[config.mk]
export PLATFORM = sky130hd
export DESIGN_NAME = brlshft_seq
export DESIGN_NICKNAME = d
export VERILOG_FILES = /design/src/rtl/brlshft_seq.sv
export SDC_FILE = /design/constraint.sdc
export NUM_CORES = 1
export LEC_CHECK = 0
export BUFFER_PORTS_ARGS = -buffer_cell sky130_fd_sc_hd__buf_4
export CORE_ASPECT_RATIO = 1.1
export CORE_MARGIN = 8
export CORE_UTILIZATION = 43
export DETAILED_ROUTE_END_ITERATION = 16
export PLACE_DENSITY = 0.85
export SLEW_MARGIN = 10
export SYNTH_ARGS = -nofsm -noshare
export SYNTH_HDL_FRONTEND = slang
export SYNTH_SLANG_ARGS = --single-unit
[constraint.sdc]
create_clock -name clk -period 1.9 [get_ports clk]
set_clock_uncertainty 0.05 [all_clocks]
set_input_delay 0.38 -clock clk [delete_from_list [all_inputs] [get_ports clk]]
set_output_delay 0.38 -clock clk [all_outputs]
set_load 0.01 [all_outputs]
[src/rtl/brlshft_seq.sv]
// -----------------------------------------------------------------------------
// brlshft_seq
//
// Multi-pass shift sequencer placed directly in front of a 4-bit barrel
// shifter (brlshft). It accepts one shift command at a time and drives the
// shifter for as many cycles as needed. Each pass shifts by at most 3, and
// each pass output is fed back as the next pass input. When the command is
// finished, the 4-bit result is offered on a valid/ready handshake.
//
// Parameters
//   AMT_W        width of cmd_amt (>= 2); largest requested shift is 2^AMT_W-1
//   SAT_LOGICAL  1: a logical shift by >= 4 completes immediately with 0000
//                0: such a shift is iterated pass by pass like any other
//
// Ports
//   clk, rst_n            rising-edge clock, asynchronous active-low reset
//   cmd_valid/cmd_ready   command handshake (ready only while idle)
//   cmd_l_r               1 = left, 0 = right
//   cmd_rot               1 = rotate, 0 = logical shift with zero fill
//   cmd_amt               total shift amount
//   cmd_data              4-bit operand
//   bs_l_r, bs_rot        direction / mode to the barrel shifter
//   bs_sv1, bs_sv0        per-pass shift amount to the barrel shifter
//   bs_in                 barrel shifter operand (always the accumulator)
//   bs_out                barrel shifter result (combinational return path)
//   res_valid/res_ready   result handshake
//   res_data              result (the accumulator)
//   busy                  a command is in flight or its result is pending
// -----------------------------------------------------------------------------
module brlshft_seq #(
    parameter int AMT_W       = 4,
    parameter bit SAT_LOGICAL = 1'b1
) (
    input  logic             clk,
    input  logic             rst_n,
    input  logic             cmd_valid,
    output logic             cmd_ready,
    input  logic             cmd_l_r,
    input  logic             cmd_rot,
    input  logic [AMT_W-1:0] cmd_amt,
    input  logic [3:0]       cmd_data,
    output logic             bs_l_r,
    output logic             bs_rot,
    output logic             bs_sv0,
    output logic             bs_sv1,
    output logic [3:0]       bs_in,
    input  logic [3:0]       bs_out,
    output logic             res_valid,
    input  logic             res_ready,
    output logic [3:0]       res_data,
    output logic             busy
);

    typedef enum logic [1:0] {
        IDLE = 2'd0,
        RUN  = 2'd1,
        DONE = 2'd2
    } state_t;

    state_t           state, state_nxt;
    logic [3:0]       acc, acc_nxt;
    logic [AMT_W-1:0] rem, rem_nxt;
    logic             dir, dir_nxt;
    logic             rot, rot_nxt;
    logic [1:0]       step;
    logic             amt_big;

    // A logical shift by 4 or more clears every bit, so it can be resolved
    // without touching the shifter when saturation is enabled.
    assign amt_big = ({1'b0, cmd_amt} >= (AMT_W+1)'(4));

    always_ff @(posedge clk or negedge rst_n) begin
        if (!rst_n) begin
            state <= IDLE;
            acc   <= 4'd0;
            rem   <= '0;
            dir   <= 1'b0;
            rot   <= 1'b0;
        end else begin
            state <= state_nxt;
            acc   <= acc_nxt;
            rem   <= rem_nxt;
            dir   <= dir_nxt;
            rot   <= rot_nxt;
        end
    end

    always_comb begin
        state_nxt = state;
        acc_nxt   = acc;
        rem_nxt   = rem;
        dir_nxt   = dir;
        rot_nxt   = rot;
        step      = 2'd0;
        case (state)
            IDLE: begin
                if (cmd_valid) begin
                    acc_nxt = cmd_data;
                    dir_nxt = cmd_l_r;
                    rot_nxt = cmd_rot;
                    if (cmd_rot) begin
                        // Rotating a 4-bit word by a multiple of 4 is identity.
                        rem_nxt = cmd_amt & AMT_W'(3);
                    end else if (SAT_LOGICAL && amt_big) begin
                        acc_nxt = 4'd0;
                        rem_nxt = '0;
                    end else begin
                        rem_nxt = cmd_amt;
                    end
                    state_nxt = (rem_nxt == '0) ? DONE : RUN;
                end
            end
            RUN: begin
                step      = (rem >= AMT_W'(3)) ? 2'd3 : rem[1:0];
                acc_nxt   = bs_out;
                rem_nxt   = rem - AMT_W'(step);
                state_nxt = (rem_nxt == '0) ? DONE : RUN;
            end
            DONE: begin
                // Result and all state are held until the consumer takes it;
                // new commands are not looked at here.
                if (res_ready) begin
                    state_nxt = IDLE;
                end
            end
            default: begin
                state_nxt = IDLE;
            end
        endcase
    end

    assign cmd_ready = (state == IDLE);
    assign res_valid = (state == DONE);
    assign busy      = (state != IDLE);
    assign res_data  = acc;
    assign bs_in     = acc;
    assign bs_l_r    = dir;
    assign bs_rot    = rot;
    assign bs_sv0    = step[0];
    assign bs_sv1    = step[1];

endmodule

# Yosys cells after proc, flatten, opt, wreduce, memory -nomap -nowiden
# Cells that the tools add are included.
word_totals:
  regBits: 12
  out_inout_bits: 15
  wordCells: 37
  inputBits: 18
op_classes:
  eq_ne: 4
  n_lt_le_gt_ge: 2
  reduce_logical: 8
  add_sub_neg: 1
  n_mux: 17
op_table:
  columns: ["op", "count"]
  rows:
  - ["4-bit two-way mux", 8]
  - ["4-bit one-hot mux with 2 select lines", 2]
  - ["2-bit two-way mux", 6]
  - ["4-bit logical NOT", 2]
  - ["2-bit one-hot mux with 3 select lines", 1]
  - ["2-bit AND reduction", 3]
  - ["4-bit by 2-bit greater-or-equal comparator with 1-bit output (second input constant)", 1]
  - ["4-bit by 3-bit greater-or-equal comparator with 1-bit output (second input constant)", 1]
  - ["2-bit nonzero test", 2]
  - ["4-bit by 2-bit subtractor with 4-bit output", 1]
  - ["2-bit by 1-bit equality test with 1-bit output (second input constant)", 1]
  - ["2-bit equality test (second input constant)", 1]
  - ["2-bit logical NOT", 1]
  - ["2-bit by 1-bit != test with 1-bit output (second input constant)", 1]
  - ["2-bit != test (second input constant)", 1]

# Depth between registers and ports, before layout
depth:
  depth_word: 9
  ltp_mapped: 6
  mapped_depth_nobuf: 6

# Worst setup path before layout
# No wires, ideal clock.
synth_path:
  path_type: "reg-to-reg"
  from: "reg rem[2]"
  to: "reg state[1]"
  period_less_slack_ns: 1.635
  slack_ns: 0.265
  required_time_ns: 1.731
  arrival_time_ns: 1.466
  path_stages_with_launch: 7
  setup_ns: 0.119
  path_buffers: 0
  path_cell_list: "dfrtp_1 > nor2_1 > or2_2 > ha_1 > nor2b_1 > a32oi_1 > a21bo_2"
synth_between:
  elab_chain_cells: 6
synth_rtl:
  columns: ["element", "line_no", "rtl"]
  rows:
  - ["start: declaration", "62", "logic [AMT_W-1:0] rem, rem_nxt;"]
  - ["start signal: assignment", "82", "rem <= rem_nxt;"]
  - ["4-bit by 2-bit greater-or-equal comparator with 1-bit output", "114", "step = (rem >= AMT_W'(3)) ? 2'd3 : rem[1:0];"]
  - ["2-bit two-way mux", "114", null]
  - ["4-bit by 2-bit subtractor with 4-bit output *", "116", "rem_nxt = rem - AMT_W'(step);"]
  - ["4-bit logical NOT *", "117", "state_nxt = (rem_nxt == '0) ? DONE : RUN;"]
  - ["2-bit two-way mux *", "117", null]
  - ["2-bit one-hot mux with 3 select lines *", "95", "case (state)"]
  - ["end signal: assignment", "80", "state <= state_nxt;"]
  - ["end: declaration", "60", "state_t state, state_nxt;"]
# Mark *: on every way between the ends. The rest lies on a longest branch, timed or not.
# A chain may end at the register's enable or synchronous reset.

# Worst setup path after layout
# Ends and elaborated chain as after synthesis.

==> results.md <==
* Logic pwr share at 0.472
* FF-to-FF Start: rem[2]
* Clk buf depth at 2
* Pwr per Cell Area at between 1000 and 1500 nW/um2
* Main synth FF type: dfrtp_1
* RSZ-0062 raised after global routing: false
* Largest net degree at the start of global routing at 13
* Switching Share at 0.364
* CP startpoint kind: flop
* Die X at about 54 um
* DIE HEIGHT at 57.3 um
* CTS tree: yes
* Critical path required time at 2030 ps
* H-tree levels at 1
* Tmin final at approximately 1800 ps
* GRT Total Usage at 0.123
* #FFs+latches synth at 12
* Post-synth EDFFs at 0
* Critical path peak fanout at 7
* Max-slew violations at 0
* Drt initial violations at 6
* Distinct cells, synth at 27
* DRT Wirelength at roughly 1800 um
* Worst path arrival time at 1890 ps
* Via count at 636
* Mapped Area at about 670 um2
* Worst Setup SP: rem[2]
* NetSw at 0.000450 W
* Synth area leader: dfrtp_1
* Met2 global-route usage at 0.191
* Dpl ws at 158 ps
* Number of setup buffers added after CTS at 0
* First-pass DRT Iterations at 4
* Maximum vdd drop at 846 uV
* Ys Warns at 0
* Worst Tran Pin Value at 489 ps
* Final setup viols at 0
* Vias/cell at 5.30
* Max Fclk at 568 MHz
* Status: complete, no violations
* Seq pwr share at 0.363
* Post-route ant nets at 0
* Met3 usage at 0.0468
* Relative slew margins at 0.673
* Layer with the highest usage: met2
* Yosys top cell area share at 0.451
* Critical path class: reg -> reg
* FF-to-FF End: state[1]
* Effective utilization at floorplan at 0.443
* DP HPWL at about 1400 um
* Inserted Clock Buffers at 3
* First-pass GRT wire length at 2910 um
* R2R depth at 6
* GRT Residual Overflow at 0
* Setup crit end: state[1]
* CTS Sinks at 12
* Most frequent cells after synthesis: dfrtp_1 (12), nand3_1 (7), nand2_1 (6)
* R2r setup slk at 140 ps
* Area growth, synth to finish at 42.1%
* Setup ws final at 140 ps
* Routability cong. at 0.735
* Period Utilization, post-route at 0.926
* Num rows at 15
* Avg WL per Cell at ~15 um
* Final-report hold violation count at 0
* M1 GR Usage at 0.140
* DRC viols at 0
* Async SR Flop Fraction at 1.00
* Setup tns final at 0 ps
* P_int at 0.000786 W
* Crit path largest cell delay at 440 ps
* Final net count at ~120
* Root buffer cell: clkbuf_4
* Top-count cell post-synth: dfrtp_1
* Final Hold Slack at 265 ps
* Port bufs at 32
* Post-synthesis sequential area ratio at 0.451
* Die Area at 3060 um2
* Clock-pin slew on the worst setup and hold paths at 80 ps
* Initial antenna violation count at 0
* Io pins at 33
* CP Capture Type: flop
* # diodes at 0
* Layout cells sized above 1 at 0.427
* Synth Instances at 70
* P_leak at 0.477 nW
* Share of total power in the clock network at 0.165
* Core area at ~1500 um2
* Clk_lat worst skew at 280 ps
* Slowest cell on crit path: dfrtp_1
* Maxcap violations at 0
* Worst-path cell chain: nor2_1 > or2_2 > ha_1 > nor2b_1 > a32oi_1 > a21bo_2
* Area contributors post-synth: dfrtp_1 (45%), nand3_1 (5.3%), a22oi_1 (4.5%)
* Syn avg cell area at ~9.5 um2
* Worst min path class: in -> reg
* Post-Syn Nets at between 80 and 90
* Vias in the first global route at 663
-- critical path, delay by kind of cell (launching register included) --
| family | cells | cell delay [ps] |
|---|---|---|
| compound gates | 2 | 410 |
| fa+ha+maj | 1 | 230 |
| flops | 1 | 440 |
| simple gates | 3 | 530 |
-- cell usage in the layout, fill, tap and decap left out --
master	netlist	routed
dfrtp_1	12	12
a21bo_2	1	1
a32oi_1	1	1
dlygate4sd3_1	0	1
nand3_1	7	7
a22oi_1	4	4
clkbuf_4	0	3
inv_1	4	4
o311ai_0	1	1
o21bai_1	3	3
ha_1	1	1
nand2b_1	1	1
o21ai_0	3	3
a211o_1	1	1
clkbuf_8	0	1
nor2_1	5	5
nand2_1	6	6
a31oi_1	1	1
nor3b_4	1	1
nor3_1	2	2
or2_2	2	2
or3_1	1	1
a21oi_1	2	2
buf_4	4	33
and2b_4	1	1
and3_1	1	1
mux2_2	2	2
and2b_1	1	1
nor2b_1	1	1
-- state kept, by name (all words and copies together) (netlist names) --
signal / cells
rem: 4
bs_rot: 1
bs_l_r: 1
bs_in: 4
state: 2
-- power by group through the flow --
stage / logic (W) / registers (W) / clock network, W
finish: 0.000583 / 0.000449 / 0.000204
global placement: 0.000580 / 0.000445 / 0
CTS: 0.000596 / 0.000447 / 0.000208
global route: 0.000638 / 0.000460 / 0.000218
floorplan: 0.000316 / 0.000464 / 0
detailed placement: 0.000594 / 0.000449 / 0
-- stage by stage --
stage | instances | power, W | area, um2 | util
finish | 120 | 0.00124 | 946 | 0.630
detailed placement | 115 | 0.00104 | 900 | 0.599
global route | 120 | 0.00132 | 946 | 0.630
CTS | 120 | 0.00125 | 946 | 0.630
global placement | 115 | 0.00103 | 900 | 0.599
floorplan | 70 | 0.000780 | 666 | -
-- logic make-up after synthesis --
kind of cell               after synthesis  synth area share
adders and majority gates                1            0.0188
DFF                                     12             0.451
muxes                                    2            0.0338
AOI/OAI and AO/OA                       17             0.180
buffers and inverters                    9            0.0752
and+or+nand+nor                         29             0.241
-- layout make-up --
cell class / instances / area (um2)
multi-input combinational: 49 / 315
tap: 17 / 21.3
sequential: 12 / 300
timing repair buffer: 34 / 258
clock buffer: 4 / 36.3
inverter: 4 / 15.0
fill: 134 / 556
-- repair_timing --
action                                 4_1_cts  5_1_grt
resized for setup                            0        0
hold buffers                                 1        0
setup endpoints to repair                    0        0
endpoints found under the hold margin       12        0
-- worst min path at each step --
stage / start / end / slack [ps] / cells after the start
final: cmd_data[2] / bs_in[2] / 270 / 3
after global routing: cmd_l_r / bs_l_r / 290 / 2
after CTS: cmd_data[2] / bs_in[2] / 260 / 3
after detailed placement: rst_n / rem[3] / 180 / 1
after global placement: rst_n / rem[3] / 180 / 1
after floorplan: rst_n / bs_in[0] / 30 / 0
-- routing by layer --
layer  vias to the layer above  wire, um
li1                        312         -
met1                       293       742
met2                        26       835
met3                         5       149
met4                         0        39
met5                         -         0
(Power assumes the default switching activity.)
